$ cat src/rtl/univ_shift_reg.sv
// ---------------------------------------------------------------------------
// univ_shift_reg
//   WIDTH-bit universal shift register. It supports parallel load, logical
//   shifts, rotates and arithmetic shift right, all selected by a mode code.
//   A small FSM repeats a shift or rotate 'amount' times from a single start
//   pulse. While a run is in progress the FSM reports busy, and it emits a
//   one-cycle done pulse when the run ends.
//
// Ports
//   clk     : rising-edge clock
//   reset   : asynchronous active-low reset (clears every state bit)
//   en      : single-step enable; runs 'mode' once when not busy
//   clr     : synchronous clear, highest synchronous priority
//   mode    : 000 hold, 001 load, 010 SHL, 011 SHR, 100 ROL, 101 ROR,
//             110 ASR, 111 hold
//   din     : parallel load data
//   sin_l   : serial bit entering the MSB on SHR
//   sin_r   : serial bit entering the LSB on SHL
//   start   : begin an auto-repeat run of 'mode' for 'amount' steps
//   amount  : repeat count, latched at start
//   q       : register contents
//   sout_l  : q[WIDTH-1]
//   sout_r  : q[0]
//   busy    : auto-repeat run in progress
//   done    : one-cycle pulse at the end of a run or start request
// ---------------------------------------------------------------------------
module univ_shift_reg #(
   parameter int WIDTH = 8,
   parameter int CNT_W = 4
) (
   input  logic             clk,
   input  logic             reset,
   input  logic             en,
   input  logic             clr,
   input  logic [2:0]       mode,
   input  logic [WIDTH-1:0] din,
   input  logic             sin_l,
   input  logic             sin_r,
   input  logic             start,
   input  logic [CNT_W-1:0] amount,
   output logic [WIDTH-1:0] q,
   output logic             sout_l,
   output logic             sout_r,
   output logic             busy,
   output logic             done
);

   localparam logic [2:0] MODE_HOLD = 3'b000;
   localparam logic [2:0] MODE_LOAD = 3'b001;
   localparam logic [2:0] MODE_SHL  = 3'b010;
   localparam logic [2:0] MODE_SHR  = 3'b011;
   localparam logic [2:0] MODE_ROL  = 3'b100;
   localparam logic [2:0] MODE_ROR  = 3'b101;
   localparam logic [2:0] MODE_ASR  = 3'b110;

   typedef enum logic {S_IDLE, S_RUN} state_e;

   state_e           state, state_nxt;
   logic [CNT_W-1:0] cnt, cnt_nxt;
   logic [2:0]       mode_lat, mode_lat_nxt;
   logic [WIDTH-1:0] q_nxt;
   logic             done_nxt;

   // One step of the selected operation applied to 'cur'.
   function automatic logic [WIDTH-1:0] apply_op(
      input logic [2:0]       op,
      input logic [WIDTH-1:0] cur,
      input logic [WIDTH-1:0] load_val,
      input logic             left_in,
      input logic             right_in
   );
      logic [WIDTH-1:0] res;
      res = cur;
      case (op)
         MODE_LOAD: res = load_val;
         MODE_SHL:  res = {cur[WIDTH-2:0], right_in};
         MODE_SHR:  res = {left_in, cur[WIDTH-1:1]};
         MODE_ROL:  res = {cur[WIDTH-2:0], cur[WIDTH-1]};
         MODE_ROR:  res = {cur[0], cur[WIDTH-1:1]};
         MODE_ASR:  res = {cur[WIDTH-1], cur[WIDTH-1:1]};
         default:   res = cur;  // 000 and 111 both hold
      endcase
      return res;
   endfunction

   // Only the shift/rotate codes are repeatable; hold and load run once.
   function automatic logic is_repeatable(input logic [2:0] op);
      return (op >= MODE_SHL) && (op <= MODE_ASR);
   endfunction

   // State register.
   // NOTE: sequential state uses non-blocking assignments so that every
   // flop samples values from before the edge, whatever order blocks run in.
   always_ff @(posedge clk or negedge reset) begin
      if (!reset) begin
         state    <= S_IDLE;
         cnt      <= '0;
         mode_lat <= MODE_HOLD;
         q        <= '0;
         done     <= 1'b0;
      end else begin
         state    <= state_nxt;
         cnt      <= cnt_nxt;
         mode_lat <= mode_lat_nxt;
         q        <= q_nxt;
         done     <= done_nxt;
      end
   end

   // Next-state logic, in per-edge priority order: clr, run, start, en.
   always_comb begin
      // NOTE: every output of this block gets a default first, so no path
      // leaves a variable unassigned and no latch is inferred.
      state_nxt    = state;
      cnt_nxt      = cnt;
      mode_lat_nxt = mode_lat;
      q_nxt        = q;
      done_nxt     = 1'b0;

      if (clr) begin
         state_nxt = S_IDLE;
         cnt_nxt   = '0;
         q_nxt     = '0;
      end else if (state == S_RUN) begin
         // Inputs en/start/mode are ignored; the latched mode drives the run.
         q_nxt   = apply_op(mode_lat, q, din, sin_l, sin_r);
         cnt_nxt = cnt - CNT_W'(1);
         if (cnt == CNT_W'(1)) begin
            state_nxt = S_IDLE;
            done_nxt  = 1'b1;
         end
      end else if (start) begin
         mode_lat_nxt = mode;
         if (is_repeatable(mode)) begin
            cnt_nxt = amount;
            // A zero-length run completes immediately with q untouched.
            if (amount != '0) state_nxt = S_RUN;
            else              done_nxt  = 1'b1;
         end else begin
            cnt_nxt  = '0;
            q_nxt    = apply_op(mode, q, din, sin_l, sin_r);
            done_nxt = 1'b1;
         end
      end else if (en) begin
         q_nxt = apply_op(mode, q, din, sin_l, sin_r);
      end
   end

   // Output decode.
   always_comb begin
      busy   = (state == S_RUN);
      sout_l = q[WIDTH-1];
      sout_r = q[0];
   end

endmodule

$ cat config.mk
export PLATFORM = sky130hd
export DESIGN_NAME = univ_shift_reg
export DESIGN_NICKNAME = d
export VERILOG_FILES = /design/src/rtl/univ_shift_reg.sv
export SDC_FILE = /design/constraint.sdc
export NUM_CORES = 1
export LEC_CHECK = 0
export CORE_MARGIN = 2
export CORE_UTILIZATION = 37
export CTS_CLUSTER_DIAMETER = 30
export DETAILED_ROUTE_END_ITERATION = 7
export GPL_TIMING_DRIVEN = 0
export SYNTH_ARGS = -nofsm -noshare
export SYNTH_HDL_FRONTEND = slang
export SYNTH_SLANG_ARGS = --single-unit
$ cat constraint.sdc
create_clock -name clk -period 1.6 [get_ports clk]
set_input_delay 0.48 -clock clk [delete_from_list [all_inputs] [get_ports clk]]
set_output_delay 0.48 -clock clk [all_outputs]
set_load 0.1 [all_outputs]
## After elaboration in Yosys (flattened, before gate mapping)

Index checks and enable logic that the tools add are counted.

- $add $sub $neg: 1
- $lt $le $gt $ge: 2
- Eq/ne operators: 17
- Mux-type cells: 23
- Bitwise gates (word level): 2
- Reduce and logical (&&, ||, !) cells: 7

Operators by type and width:

| operator | number |
|---|---|
| $pmux W8 S6 | 2 |
| $mux W8 | 5 |
| $eq A3 B3 Y1 const B | 6 |
| $mux W4 | 4 |
| $eq A3 B2 Y1 const B | 4 |
| $mux W1 | 12 |
| $ne A8 B2 Y1 const B | 1 |
| $reduce_bool A4 Y1 | 2 |
| $ne A7 B2 Y1 const B | 1 |
| $eq A3 B1 Y1 const B | 2 |
| $reduce_and A3 Y1 | 2 |
| $eq A4 B1 Y1 const B | 1 |
| $ne A4 B4 Y1 const B | 1 |
| $reduce_and A4 Y1 | 1 |
| $sub A4 B1 Y4 const B | 1 |
| $ge A3 B2 Y1 const B | 1 |
| $le A3 B3 Y1 const B | 1 |
| $ne A3 B3 Y1 const B | 1 |
| $reduce_bool A3 Y1 | 1 |
| $not A1 Y1 | 2 |
| $logic_and A1 B1 Y1 | 1 |

- Register bits: 17
- Bits of input ports: 22
- Output and inout bits: 12
- Word-level logic and storage cells: 58

## Depth between registers and ports, before layout

- Word-level depth: 6
- Gate-level depth with buffers: 7
- Depth with buffers taken out: 5

## Worst setup path before layout

Ideal clock, no wire load.

- Kind: register to register
- Start point: register state (netlist: busy)
- End point: register q[7]
- Library setup time: 0.126 ns
- Arrival: 1.879 ns
- Required time: 1.474 ns
- Path slack: -0.405 ns
- Stages on the path, launching flop included: 5
- Buffers on the path: 1
- Clock period less this slack: 2.005 ns
- Cells stage by stage: dfrtp_1 > clkbuf_1 > a31oi_1 > o21ai_0 > mux2_2

- Longest elaborated chain between the ends: 2
- Elaborated cells on any way between the ends: 7
- Classes of those cells: eq/ne: 3; mux: 2; reduce/logical: 2

Ends and longest elaborated chain:

| element | RTL line | RTL |
|---|---|---|
| start: declaration | 58 | `state_e state, state_nxt;` |
| start signal: assignment | 102 | `state <= state_nxt;` |
| $ne A7 B2 Y1 (no source line), or another cell as far along | n/a |  |
| $reduce_and A4 Y1 (no source line) or $mux W8 (tied branches) | n/a |  |
| end signal: assignment | 105 | `q <= q_nxt;` |
| end: declaration | 41 | `output logic [WIDTH-1:0] q,` |

Parallel ways exist; a longest one is shown, timed or not.
A chain may end at the register's enable or synchronous reset.

## Final worst setup path

- Start point: register mode_lat[2]
- End point: register q[6]

- Longest elaborated chain between the ends: 4
- Elaborated cells on any way between the ends: 11
- Classes of those cells: eq/ne: 7; mux: 3; reduce/logical: 1

Ends and longest elaborated chain:

| element | RTL line | RTL |
|---|---|---|
| start: declaration | 60 | `logic [2:0] mode_lat, mode_lat_nxt;` |
| start signal: assignment | 104 | `mode_lat <= mode_lat_nxt;` |
| $eq A3 B3 Y1, or another cell as far along | 74 | `case (op)` |
| $pmux W8 S6 | 74 |  |
| $mux W8 | 124 | `end else if (state == S_RUN) begin` |
| $mux W8 | 120 | `if (clr) begin` |

Parallel ways exist; a longest one is shown, timed or not.

==> run_results.csv <==
group,metric,value,unit
outcome,outcome,"finished, violations left",
outcome,violations,"negative setup slack",
sta,fmaxAchievable,611,MHz
global_routing,antenna_found_initial,0,
final_layout,area_growth,40.4,%
power_and_ir_drop,leakage,0.874,nW
clock_tree,cts_buffers,3,
clock_tree,clk_latency,0.26,ns
final_layout,antennaDiodeCount,0,
clock_tree,cts_buffer_depth,2,
global_routing,grt_pass1_vias,1592,
clock_tree,htreeDepth,1,
synth,yosysMostFrequentCell,"o21ai_0",
hold_path,hp-class,"flip-flop to flip-flop",
place,gp_congestion,0.873,
synth,yosys_warnings,0,
sta,slew_headroom,43.7,%
final_layout,nNetsFinal,251,
worst_setup_path,cp_max_fo,5,
drt,wl,4680,um
floorplan,initial_utilization,38.2,%
synth,ys_ff_latch,17,
floorplan,die_x,68.3,um
worst_setup_path,crit_type,"flip-flop to flip-flop",
place,placed_cells,259,
clock_tree,path_clk_slew,0.08,ns
synth,syn_nets,202,
final_layout,drive_gt1_share,35.8,%
global_routing,grt_max_degree,18,
synth,syn_area,1530,um2
synth,synth_area_per_cell,8.59,um2
final_layout,multi_input_area,1090,um2
worst_setup_path,path_cells,"or3_4 -> a31oi_4 -> o41ai_4 -> buf_4 -> a31oi_2",
sta,period_share,102,%
clock_tree,holdBufCountCts,0,
synth,synth_edf_count,0,
worst_setup_path,r2r_end,"q[6]",
sta,setup_viol,7,
hold_path,hold-path-endpoint,"cnt[0]",
clock_tree,cts.sinks,17,
floorplan,dieArea,4660,um2
clock_tree,cts_root_buf,"clkbuf_8",
synth,synth-async-reset-ratio,100,%
drt,dr.first_iter.drc_count,71,
synth,synth_top_area_share,27.8,%
final_layout,fin_cells,276,
final_layout,final_util,53.7,%
synth,ys_types,44,
floorplan,pin_count,34,
sta,skew,0.00100,ns
worst_setup_path,reg2reg_setup_slack,-0.04,ns
power_and_ir_drop,ir_worst_vdd,610,uV
clock_tree,cts_tree,"yes",
place,placed_area,1920,um2
worst_setup_path,cp-end-kind,"flip-flop",
place,pre_cts_slack,-0.805,ns
sta,rsz0062_at_grt,"true",
synth,synthesis.instances,178,
worst_setup_path,crit_arrival,1.82,ns
hold_path,min_from,"cnt[0]",
synth,synthTopCellsByCount,"o21ai_0, a21oi_1, dfrtp_1",
job,cap_violations,0,
drt,drc,0,
power_and_ir_drop,power.density,1100,nW/um2
worst_setup_path,start_kind,"flip-flop",
worst_setup_path,slowest_delay,0.44,ns
sta,period_needed,1.64,ns
worst_setup_path,critPathSlowestCell,"dfrtp_1",
global_routing,grt_pass1_wl,7530,um
global_routing,grt_usage,21.7,%
place,portBuffers,31,
sta,worstMarginPinSlew,0.841,ns
synth,synth_ff_type,"dfrtp_1",
drt,vias,1601,
sta,drv_slew,0,
worst_setup_path,r2r-start,"mode_lat[2]",
floorplan,core_area,4000,um2
final_layout,fillCellCount,376,
drt,first_pass_iters,4,
synth,yosys-top-cells-area,"dfrtp_1, mux2i_1, o21ai_0",
place,post-dp-hpwl,3110,um
drt,wl_per_cell,17.0,um
sta,finalHoldViolCount,0,
worst_setup_path,rr_worst_depth,5,
sta,setup_slack,-0.0357,ns
drt,ant_nets,0,
hold_path,hold-path-cell-count,1,
worst_setup_path,cp.required,1.79,ns
final_layout,fin_area,2150,um2
power_and_ir_drop,power,0.00236,W
synth,synth_area_leader_cell,"dfrtp_1",
global_routing,grt.overflow.total,0,
drt,viasPerCell,5.80,
final_layout,regArea,437,um2
synth,yosysSeqAreaShare,27.8,%
floorplan,dieHeight,68.3,um
floorplan,num_rows,23,
power breakdown:
group          internal (W)  total [W]  switching, W
Clock              0.000174   0.000356      0.000182
Sequential         0.000514   0.000663      0.000149
Combinational      0.000465    0.00134      0.000878
Total               0.00115    0.00236       0.00121
logic make-up after synthesis:
logic type | share of synthesized area [%]
AND/OR/NAND/NOR | 14.6
flip-flops | 27.8
multiplexers | 12.1
buffers and inverters | 7.61
AO/OA/AOI/OAI | 33.3
XOR/XNOR | 2.29
adder cells (fa/ha/maj) | 2.29
final cells by class:
type / count / area share, %
Timing Repair Buffer: 44 / 17.1
Tap cell: 50 / 2.91
Buffer: 16 / 5.65
Clock inverter: 1 / 0.233
Sequential cell: 17 / 20.3
Clock buffer: 3 / 1.92
Multi-Input combinational cell: 140 / 51.0
Inverter: 5 / 0.874
per-layer routing:
metal / global-route usage (%) / wire (um) / share of wire, % / up-vias
li1: - / - / - / 766
met1: 26.7 / 2080 / 44 / 788
met2: 38.1 / 2320 / 50 / 37
met3: 2.47 / 167 / 3.6 / 10
met4: 9.25 / 107 / 2.3 / 0
met5: 0 / 0 / 0 / -
cells in the final DEF, fill, tap and decap left out, types with 2 or more instances in the layout:
| master | Yosys | routed |
|---|---|---|
| nor3_1 | 4 | 4 |
| nand3_1 | 4 | 4 |
| dfrtp_1 | 17 | 8 |
| clkbuf_8 | 0 | 3 |
| buf_2 | 6 | 7 |
| nor2b_4 | 0 | 2 |
| o22a_1 | 2 | 2 |
| inv_1 | 5 | 5 |
| a31oi_1 | 7 | 7 |
| xnor2_1 | 2 | 2 |
| o31ai_1 | 5 | 5 |
| clkbuf_4 | 0 | 3 |
| a311oi_2 | 0 | 2 |
| o21a_1 | 2 | 2 |
| o221ai_1 | 2 | 2 |
| a211oi_1 | 4 | 4 |
| mux2_2 | 4 | 3 |
| nor2b_1 | 4 | 2 |
| mux2i_1 | 14 | 14 |
| nor2_4 | 0 | 2 |
| clkdlybuf4s50_1 | 0 | 15 |
| buf_4 | 4 | 24 |
| dfrtp_2 | 0 | 9 |
| buf_6 | 2 | 7 |
| nand2b_1 | 2 | 2 |
| a21oi_1 | 17 | 16 |
| nand2_1 | 5 | 4 |
| o21ai_0 | 25 | 24 |
| ha_1 | 2 | 2 |
| nor2_2 | 4 | 5 |
| clkbuf_1 | 4 | 2 |
| nor2_1 | 9 | 6 |
worst max-delay path by stage:
stage | start | endpoint | slack, ns | cells after the start
2_1_floorplan | mode[2] | q[7] | -0.17 | 5
3_3_place_gp | mode[1] | q[0] | -0.78 | 7
3_5_place_dp | mode[1] | q[0] | -0.80 | 7
4_1_cts | mode_lat[1] | q[7] | -0.04 | 5
5_1_grt | mode_lat[2] | q[7] | -0.08 | 6
6_report | mode_lat[2] | q[6] | -0.04 | 5
registers in the layout (all words and copies together) (netlist names):
| name | flops |
|---|---|
| cnt | 4 |
| mode_lat | 3 |
| busy | 1 |
| q | 8 |
| done | 1 |
critical path: cells and delay by family, from the launching register on:
| kind | cells | cell delay, ns |
|---|---|---|
| AOI/OAI and AO/OA | 3 | 0.51 |
| and+or+nand+nor | 1 | 0.42 |
| buffers and inverters | 1 | 0.19 |
| DFF | 1 | 0.44 |
repair_timing:
item | 4_1_cts | 5_1_grt
pin swaps | 3 | 2
buffers inserted | 13 | 1
gates resized for setup | 97 | 23
endpoints found under the setup margin | 29 | 14
cloned | 1 | 0
through the flow:
stage	hold slack (ns)	TNS, ns
finish	0.527	-0.132
global route	0.557	-0.510
CTS	0.535	-0.118
floorplan	0.184	-0.167
detailed placement	0.519	-15.93
global placement	0.526	-15.17
(Power assumes the default switching activity.)
